### src/rtl/seg_pattern_encoder.sv
// Debounces a 7-bit active-low segment pattern and encodes it back to a hex digit.
// Reports commit status through digit_valid, digit_new, blank, pattern_err and a saturating error count.
module seg_pattern_encoder #(
    parameter int unsigned STABLE_CYCLES = 4,
    parameter int unsigned CNT_W         = 8,
    parameter int unsigned ERR_W         = 8
) (
    input  logic             clk,
    input  logic             rst,
    input  logic [6:0]       seg_in,
    input  logic             clear_err,
    output logic [3:0]       digit,
    output logic             digit_valid,
    output logic             digit_new,
    output logic             blank,
    output logic             pattern_err,
    output logic [ERR_W-1:0] err_count
);

    localparam logic [1:0]       IDLE      = 2'd0;
    localparam logic [1:0]       SETTLE    = 2'd1;
    localparam logic [1:0]       LOCKED    = 2'd2;
    localparam logic [6:0]       BLANK_PAT = 7'h7F;
    localparam logic [CNT_W-1:0] STABLE_N  = CNT_W'(STABLE_CYCLES);

    logic [6:0]       seg_q;
    logic [6:0]       cand_q, cand_d;
    logic [CNT_W-1:0] cnt_q, cnt_d;
    logic [1:0]       state_q, state_d;
    logic [3:0]       digit_q, digit_d;
    logic             valid_q, valid_d;
    logic             new_q, new_d;
    logic             blank_q, blank_d;
    logic             perr_q, perr_d;
    logic [ERR_W-1:0] errc_q, errc_d;
    logic             commit;
    logic             legal;
    logic [3:0]       code;

    // Returns {legal, code} for an active-low gfedcba pattern.
    function automatic logic [4:0] decode(input logic [6:0] p);
        case (p)
            7'b1000000: decode = {1'b1, 4'h0};
            7'b1111001: decode = {1'b1, 4'h1};
            7'b0100100: decode = {1'b1, 4'h2};
            7'b0110000: decode = {1'b1, 4'h3};
            7'b0011001: decode = {1'b1, 4'h4};
            7'b0010010: decode = {1'b1, 4'h5};
            7'b0000010: decode = {1'b1, 4'h6};
            7'b1111000: decode = {1'b1, 4'h7};
            7'b0000000: decode = {1'b1, 4'h8};
            7'b0011000: decode = {1'b1, 4'h9};
            7'b0001000: decode = {1'b1, 4'hA};
            7'b0000011: decode = {1'b1, 4'hB};
            7'b1000110: decode = {1'b1, 4'hC};
            7'b0100001: decode = {1'b1, 4'hD};
            7'b0000110: decode = {1'b1, 4'hE};
            7'b0001110: decode = {1'b1, 4'hF};
            default:    decode = {1'b0, 4'h0};
        endcase
    endfunction

    assign {legal, code} = decode(seg_q);

    always_ff @(posedge clk) begin
        if (rst) begin
            seg_q   <= BLANK_PAT;
            cand_q  <= BLANK_PAT;
            cnt_q   <= '0;
            state_q <= IDLE;
            digit_q <= '0;
            valid_q <= 1'b0;
            new_q   <= 1'b0;
            blank_q <= 1'b0;
            perr_q  <= 1'b0;
            errc_q  <= '0;
        end else begin
            seg_q   <= seg_in;
            cand_q  <= cand_d;
            cnt_q   <= cnt_d;
            state_q <= state_d;
            digit_q <= digit_d;
            valid_q <= valid_d;
            new_q   <= new_d;
            blank_q <= blank_d;
            perr_q  <= perr_d;
            errc_q  <= errc_d;
        end
    end

    // Stability tracking: cnt counts samples matching the candidate, including the one that loaded it.
    always_comb begin
        state_d = state_q;
        cand_d  = cand_q;
        cnt_d   = cnt_q;
        commit  = 1'b0;
        case (state_q)
            IDLE: begin
                cand_d  = seg_q;
                cnt_d   = CNT_W'(1);
                state_d = SETTLE;
            end
            SETTLE: begin
                if (seg_q != cand_q) begin
                    cand_d = seg_q;
                    cnt_d  = CNT_W'(1);
                end else if (cnt_q == STABLE_N) begin
                    commit  = 1'b1;
                    state_d = LOCKED;
                end else begin
                    cnt_d = cnt_q + CNT_W'(1);
                end
            end
            LOCKED: begin
                if (seg_q != cand_q) begin
                    cand_d  = seg_q;
                    cnt_d   = CNT_W'(1);
                    state_d = SETTLE;
                end
            end
            default: begin
                state_d = IDLE;
            end
        endcase
    end

    // Commit actions; pulses default low so they last exactly one cycle.
    always_comb begin
        digit_d = digit_q;
        valid_d = valid_q;
        new_d   = 1'b0;
        blank_d = blank_q;
        perr_d  = 1'b0;
        errc_d  = errc_q;
        if (commit) begin
            if (legal) begin
                digit_d = code;
                valid_d = 1'b1;
                blank_d = 1'b0;
                new_d   = !valid_q || (code != digit_q);
            end else if (seg_q == BLANK_PAT) begin
                valid_d = 1'b0;
                blank_d = 1'b1;
            end else begin
                perr_d  = 1'b1;
                valid_d = 1'b0;
                blank_d = 1'b0;
                if (errc_q != {ERR_W{1'b1}}) begin
                    errc_d = errc_q + ERR_W'(1);
                end
            end
        end
        if (clear_err) begin
            errc_d = '0;
        end
    end

    assign digit       = digit_q;
    assign digit_valid = valid_q;
    assign digit_new   = new_q;
    assign blank       = blank_q;
    assign pattern_err = perr_q;
    assign err_count   = errc_q;

endmodule

### config.mk
export PLATFORM = sky130hd
export DESIGN_NAME = seg_pattern_encoder
export DESIGN_NICKNAME = d
export VERILOG_FILES = /design/src/rtl/seg_pattern_encoder.sv
export SDC_FILE = /design/constraint.sdc
export NUM_CORES = 1
export LEC_CHECK = 0
export ABC_AREA = 1
export BUFFER_PORTS_ARGS = -buffer_cell sky130_fd_sc_hd__clkbuf_2
export CAP_MARGIN = 5
export CORE_ASPECT_RATIO = 1.2
export CORE_UTILIZATION = 59
export CTS_CLUSTER_DIAMETER = 50
export DETAILED_ROUTE_END_ITERATION = 10
export PLACE_DENSITY = 0.78
export RECOVER_POWER = 25
export SYNTH_ARGS = -nofsm -noshare
export SYNTH_HDL_FRONTEND = slang
export SYNTH_SLANG_ARGS = --single-unit
### constraint.sdc
create_clock -name clk -period 2.1 [get_ports clk]
set_input_delay 0 -clock clk [delete_from_list [all_inputs] [get_ports clk]]
set_output_delay 0 -clock clk [all_outputs]
set_load 0.02 [all_outputs]
==> results.cfg, run 1 <==
[die]
die_w_um = 60.9
pin_count = 26
die_h_um = 72.6
row_count = 25
start_util_pct = 61.8
dieArea_um2 = 4420
fp.coreArea_um2 = 3970

[critical_path]
start_kind = register
cpMostUsedCell = nand2_1
rr_worst_depth = 11
slowest_stage = dfxtp_2
r2r-start = seg_q[0]
crit_end = digit[3]
crit_arrival_ns = 2.03
critPathKind = register to register
crit_fanout = 10
cp-startpoint = seg_q[0]
crit_path_end_kind = register
cp_data_required_time_ns = 2.28
rrSetupSlack_ns = 0.25
critPathMaxStageDelay_ns = 0.38
r2r_end = digit[3]
crit_chain = inv_1 > nand2_1 > nand2_1 > nor2_1 > nand2_1 > nor2_4 > nand3_4 > inv_2 > nand2_1 > o21ai_0 > nor2_1

[synthesis]
async_reset_ff_share_pct = 0
synth_area_um2 = 2450
synthTopCellsByArea = dfxtp_1 (33%), nand2_1 (15%), nor2_1 (8.3%)
synth_top_area_cell = dfxtp_1
syn_nets = 393
ys.flop_type = dfxtp_1
synth_area_per_cell_um2 = 6.53
synth_warnings = 0
syn_inst = 376
synth_edf_count = 0
synth_seq_cells = 40
ys_seq_area_share_pct = 32.6
synth_cell_type_count = 26
synth_top_area_share_pct = 32.6

[grt]
track_usage_pct = 26.5
grt_pass1_vias = 2211
globalRouteOverflowTotal = 0
grt_max_degree = 24
grt_antenna_before_repair = 0
grt_first_pass_wirelength_um = 9090

[placed_design]
pre_cts_slack_ns = 0.220
dp.final_hpwl_um = 3870
place_congestion = 0.897
port-buffer-count = 25

[cts]
h-tree-depth = 2
cts_tree = built
clockBufferDepth = 2
cts_buffers = 5
clockRootBuffer = clkbuf_8
cts_sinks = 40
clkLatencyLatePin_ns = 0.29
cts_setup_buffers = 0
cts.clk_slew.worst_paths_ns = 0.07

[timing]
period_minus_slack_ns = 1.85
rsz0062_at_grt = false
fin_crit_sh_pct = 88.3
fmax_mhz = 539
slew_viol_final = 0
hold_violations = 0
finClkSkew_ns = 0.0112
fin_setup_tns_ns = 0
worst_pin_slew_ns = 0.566
maxSlewHeadroom_pct = 62.3
fin_ws_ns = 0.246
setup_viol = 0

[routing]
routed_wl_um = 5130
via_per_inst = 5.14
drt_iter0_drc = 126
first_pass_iters = 4
routedWlPerCell_um = 11.1
drc = 0
drt.antenna.violating_nets = 0
route.vias.total = 2379

[final_layout]
final_common_cell = nand2_1
layout_common_cells = nand2_1 (95), nor2_1 (54), inv_1 (36), dfxtp_1 (36), nand3_1 (34)
syn2layout_area_growth_pct = 12.6
num_antenna_cells = 0
drive_above_1_share_pct = 13.7
nets = 426

[pwr]
ir_drop_uv = 490
p_per_area_nw_per_um2 = 549
power_leakage_nw = 1.28

[flow_run]
drv_cap = 0

[min_path]
hold_class = primary input to register

[status]
outcome = complete, no violations
-- per-layer routing --
layer  vias up  part of all wire, %  track usage [%]
met1      1074                   45             30.5
met2        27                   52             49.0
met5         -                    0                0
met4         0                  1.4             7.07
met3         7                  1.9             4.96
li1       1271                    -                -
-- layout make-up --
type | count | area (um2)
well taps | 54 | 67.6
clock inverters | 1 | 5.00
fillers | 386 | 1210
multi-input cells | 289 | 1470
clock buffers | 6 | 72.6
inverters | 41 | 154
flip-flops and latches | 40 | 806
repair buffers | 32 | 188
-- cells in the mapped netlist (2+ instances only) --
library cell and n:
nor2_1 54, inv_1 36, nand3_4 2, a21oi_1 26, xor2_1 9, nand2_1 95
buf_2 2, o21ai_1 3, or2_2 7, nor2_4 5, dfxtp_1 40, o21ai_0 20
nor3_1 10, xnor2_1 7, nand3_1 34, nand2_2 4, inv_2 5, clkbuf_1 3
ha_1 7
-- worst max-delay path: cells and delay by family, from the launching register on --
family,cells,cell delay (ns)
AOI/OAI and AO/OA,1,0.16
buffers and inverters,2,0.26
DFF,1,0.38
and+or+nand+nor,8,0.95
-- how the worst min path moves through the flow --
stage | startpoint | end | cells after the start
3_3_place_gp | seg_in[6] | seg_q[6] | 2
2_1_floorplan | seg_in[0] | seg_q[0] | 1
4_1_cts | clear_err | err_count[5] | 4
5_1_grt | clear_err | err_count[4] | 4
6_report | clear_err | err_count[3] | 4
3_5_place_dp | seg_in[6] | seg_q[6] | 2
-- registers in the layout (all words and copies together), names as in the netlist --
| signal | count |
|---|---|
| cnt_q | 8 |
| pattern_err | 1 |
| err_count | 8 |
| digit | 4 |
| digit_valid | 1 |
| cand_q | 7 |
| state_q | 2 |
| seg_q | 7 |
| blank | 1 |
| digit_new | 1 |
-- kinds of logic after synthesis --
| group | after synthesis | synth area share, % |
|---|---|---|
| simple gates | 215 | 39.9 |
| compound gates | 51 | 10.7 |
| buf+inv | 47 | 7.45 |
| flops | 40 | 32.6 |
| xor+xnor | 16 | 5.71 |
| fa+ha+maj | 7 | 3.57 |
-- through the flow --
step	hold WS (ns)	instances	instance area, um2	util [%]	power, mW
final	0.114	463	2760	69.5	1.52
after global routing	0.141	463	2760	69.5	1.59
after CTS	0.111	463	2770	69.6	1.52
after detailed placement	0.185	449	2620	65.9	1.04
after global placement	0.182	449	2620	65.9	1.03
after floorplan	0.104	376	2450	-	0.992
-- power breakdown --
group | total (mW) | switching [mW] | internal, mW
Combinational | 0.216 | 0.137 | 0.0790
Sequential | 0.816 | 0.0283 | 0.788
Clock | 0.484 | 0.258 | 0.226
-- what timing repair did --
item,4_1_cts,5_1_grt
endpoints found under the hold margin,7,0
resized for setup,0,4
setup endpoints to repair,0,4
hold buffers,7,0
(Power assumes the default switching activity.)
==> inputs of run 2 (changes only) <==
--- a/config.mk
+++ b/config.mk
@@ -9,10 +9,10 @@
 export BUFFER_PORTS_ARGS = -buffer_cell sky130_fd_sc_hd__clkbuf_2
 export CAP_MARGIN = 5
 export CORE_ASPECT_RATIO = 1.2
-export CORE_UTILIZATION = 59
+export CORE_UTILIZATION = 42
 export CTS_CLUSTER_DIAMETER = 50
 export DETAILED_ROUTE_END_ITERATION = 10
-export PLACE_DENSITY = 0.78
+export PLACE_DENSITY = 0.58
 export RECOVER_POWER = 25
 export SYNTH_ARGS = -nofsm -noshare
 export SYNTH_HDL_FRONTEND = slang
==> results.cfg, run 2 (synthesis gave the netlist of run 1 again) <==
[die]
pin_count = 26
die_h_um = 85.7
fp.coreArea_um2 = 5630
die_w_um = 71.8
start_util_pct = 43.6
dieArea_um2 = 6150
row_count = 30

[critical_path]
rr_worst_depth = 11
cp_data_required_time_ns = 2.28
critPathMaxStageDelay_ns = 0.45
r2r_end = digit[1]
rrSetupSlack_ns = 0.22
start_kind = register
critPathKind = register to register
crit_fanout = 10
r2r-start = seg_q[1]
cpMostUsedCell = nand2_1
critical_path_buf_inv_count = 2
crit_arrival_ns = 2.06
slowest_stage = dfxtp_1
crit_family = simple AND/OR/NAND/NOR gates
crit_chain = inv_2 > nand2_1 > nand2_1 > nor2_1 > nand2_1 > nor2_4 > nand3_4 > inv_2 > nand2_1 > o21ai_0 > nor2_1
crit_path_end_kind = register

[routing]
via_per_inst = 4.91
routed_wl_um = 5240
route.vias.total = 2333
routedWlPerCell_um = 11.0
drt_iter0_drc = 141
drc = 0
drt.antenna.violating_nets = 0
first_pass_iters = 4

[grt]
globalRouteOverflowTotal = 0
track_usage_pct = 18.7
grt_max_degree = 24
grt_pass1_vias = 2169
grt_antenna_before_repair = 0
grt_first_pass_wirelength_um = 9190

[cts]
cts_buffers = 5
h-tree-depth = 2
clockBufferDepth = 2
cts_tree = built
clockRootBuffer = clkbuf_8
cts.clk_slew.worst_paths_ns = 0.08
clkLatencyLatePin_ns = 0.29
cts_sinks = 40

[timing]
fin_crit_sh_pct = 89.4
finClkSkew_ns = 0.00756
setup_viol = 0
maxSlewHeadroom_pct = 64.0
worst_pin_slew_ns = 0.540
rsz0062_at_grt = false
hold_violations = 0
slew_viol_final = 0
fin_setup_tns_ns = 0
fmax_mhz = 533
period_minus_slack_ns = 1.88
whs_ns = 0.121

[final_layout]
nets = 427
regArea_um2 = 802
multiInputGateArea_um2 = 1470
drive_above_1_share_pct = 13.4
syn2layout_area_growth_pct = 14.5
layoutNonFillerInstCount = 475
final_common_cell = nand2_1
n_fill_cell = 569
layout_common_cells = nand2_1 (95), nor2_1 (54), dfxtp_1 (39)
num_antenna_cells = 0

[pwr]
total_power_mw = 1.65
ir_drop_uv = 327
p_sw_mw = 0.432
power_leakage_nw = 1.30
p_sw_share_pct = 26.1
internal_power_mw = 1.22
p_per_area_nw_per_um2 = 588
p_clk_share_pct = 37.6
sequentialPowerShare_pct = 49.3
p_comb_share_pct = 13.1

[status]
outcome = complete, no violations

[min_path]
hold-path-endpoint = err_count[4]
worstHoldStart = clear_err
hold_class = primary input to register
hold_depth = 4

[flow_run]
drv_cap = 0

[placed_design]
port-buffer-count = 25
place_congestion = 0.881
placed_cells = 460
dp.final_hpwl_um = 3990
[run 2: tightest hold or removal path, delay by kind of cell]
family / cells / cell delay (ns)
and+or+nand+nor: 1 / 0.03
buffers and inverters: 2 / 0.27
AOI/OAI and AO/OA: 1 / 0.06
[run 2: worst max-delay path by stage]
stage                 startpoint            to  slack, ns  cells after the start
CTS                     seg_q[2]      digit[1]       0.17                     11
finish                  seg_q[1]      digit[1]       0.22                     11
global placement        seg_q[2]      digit[0]       0.23                     11
detailed placement      seg_q[2]      digit[1]       0.20                     11
floorplan           err_count[0]  err_count[5]       0.47                      8
global route            seg_q[1]      digit[1]     0.0007                     11
[run 2: stage by stage]
| stage | worst slack, ns | area [um2] | utilization (%) |
|---|---|---|---|
| floorplan | 0.472 | 2450 | - |
| global placement | 0.230 | 2640 | 46.8 |
| detailed placement | 0.199 | 2640 | 46.8 |
| CTS | 0.172 | 2820 | 50.0 |
| global route | 0.000732 | 2810 | 49.9 |
| finish | 0.223 | 2810 | 49.9 |
[run 2: power groups by stage]
stage,logic [mW],clock network (mW),registers [mW]
5_1_grt,0.251,0.661,0.819
4_1_cts,0.218,0.639,0.815
3_5_place_dp,0.208,0,0.833
2_1_floorplan,0.169,0,0.823
3_3_place_gp,0.208,0,0.832
6_report,0.216,0.622,0.815
[run 2: final cells by class]
class	count	area share, %
Multi-Input combinational cell	289	52.3
Tap cell	64	2.85
Timing Repair Buffer	33	6.95
Sequential cell	40	28.6
Clock buffer	6	2.58
Clock inverter	2	1.25
Inverter	41	5.48
[run 2: repair_timing]
item,4_1_cts,5_1_grt
hold buffers,7,0
hold endpoints to repair,7,0
buffers inserted,0,0
setup endpoints to repair,0,3
gates resized for setup,0,1
[run 2: layer usage]
layer / global-route usage (%) / vias up / part of all wire, %
li1: - / 1268 / -
met5: 0 / - / 0
met2: 33.2 / 37 / 49
met1: 22.0 / 1016 / 46
met4: 8.02 / 0 / 2.4
met3: 3.29 / 12 / 2.3
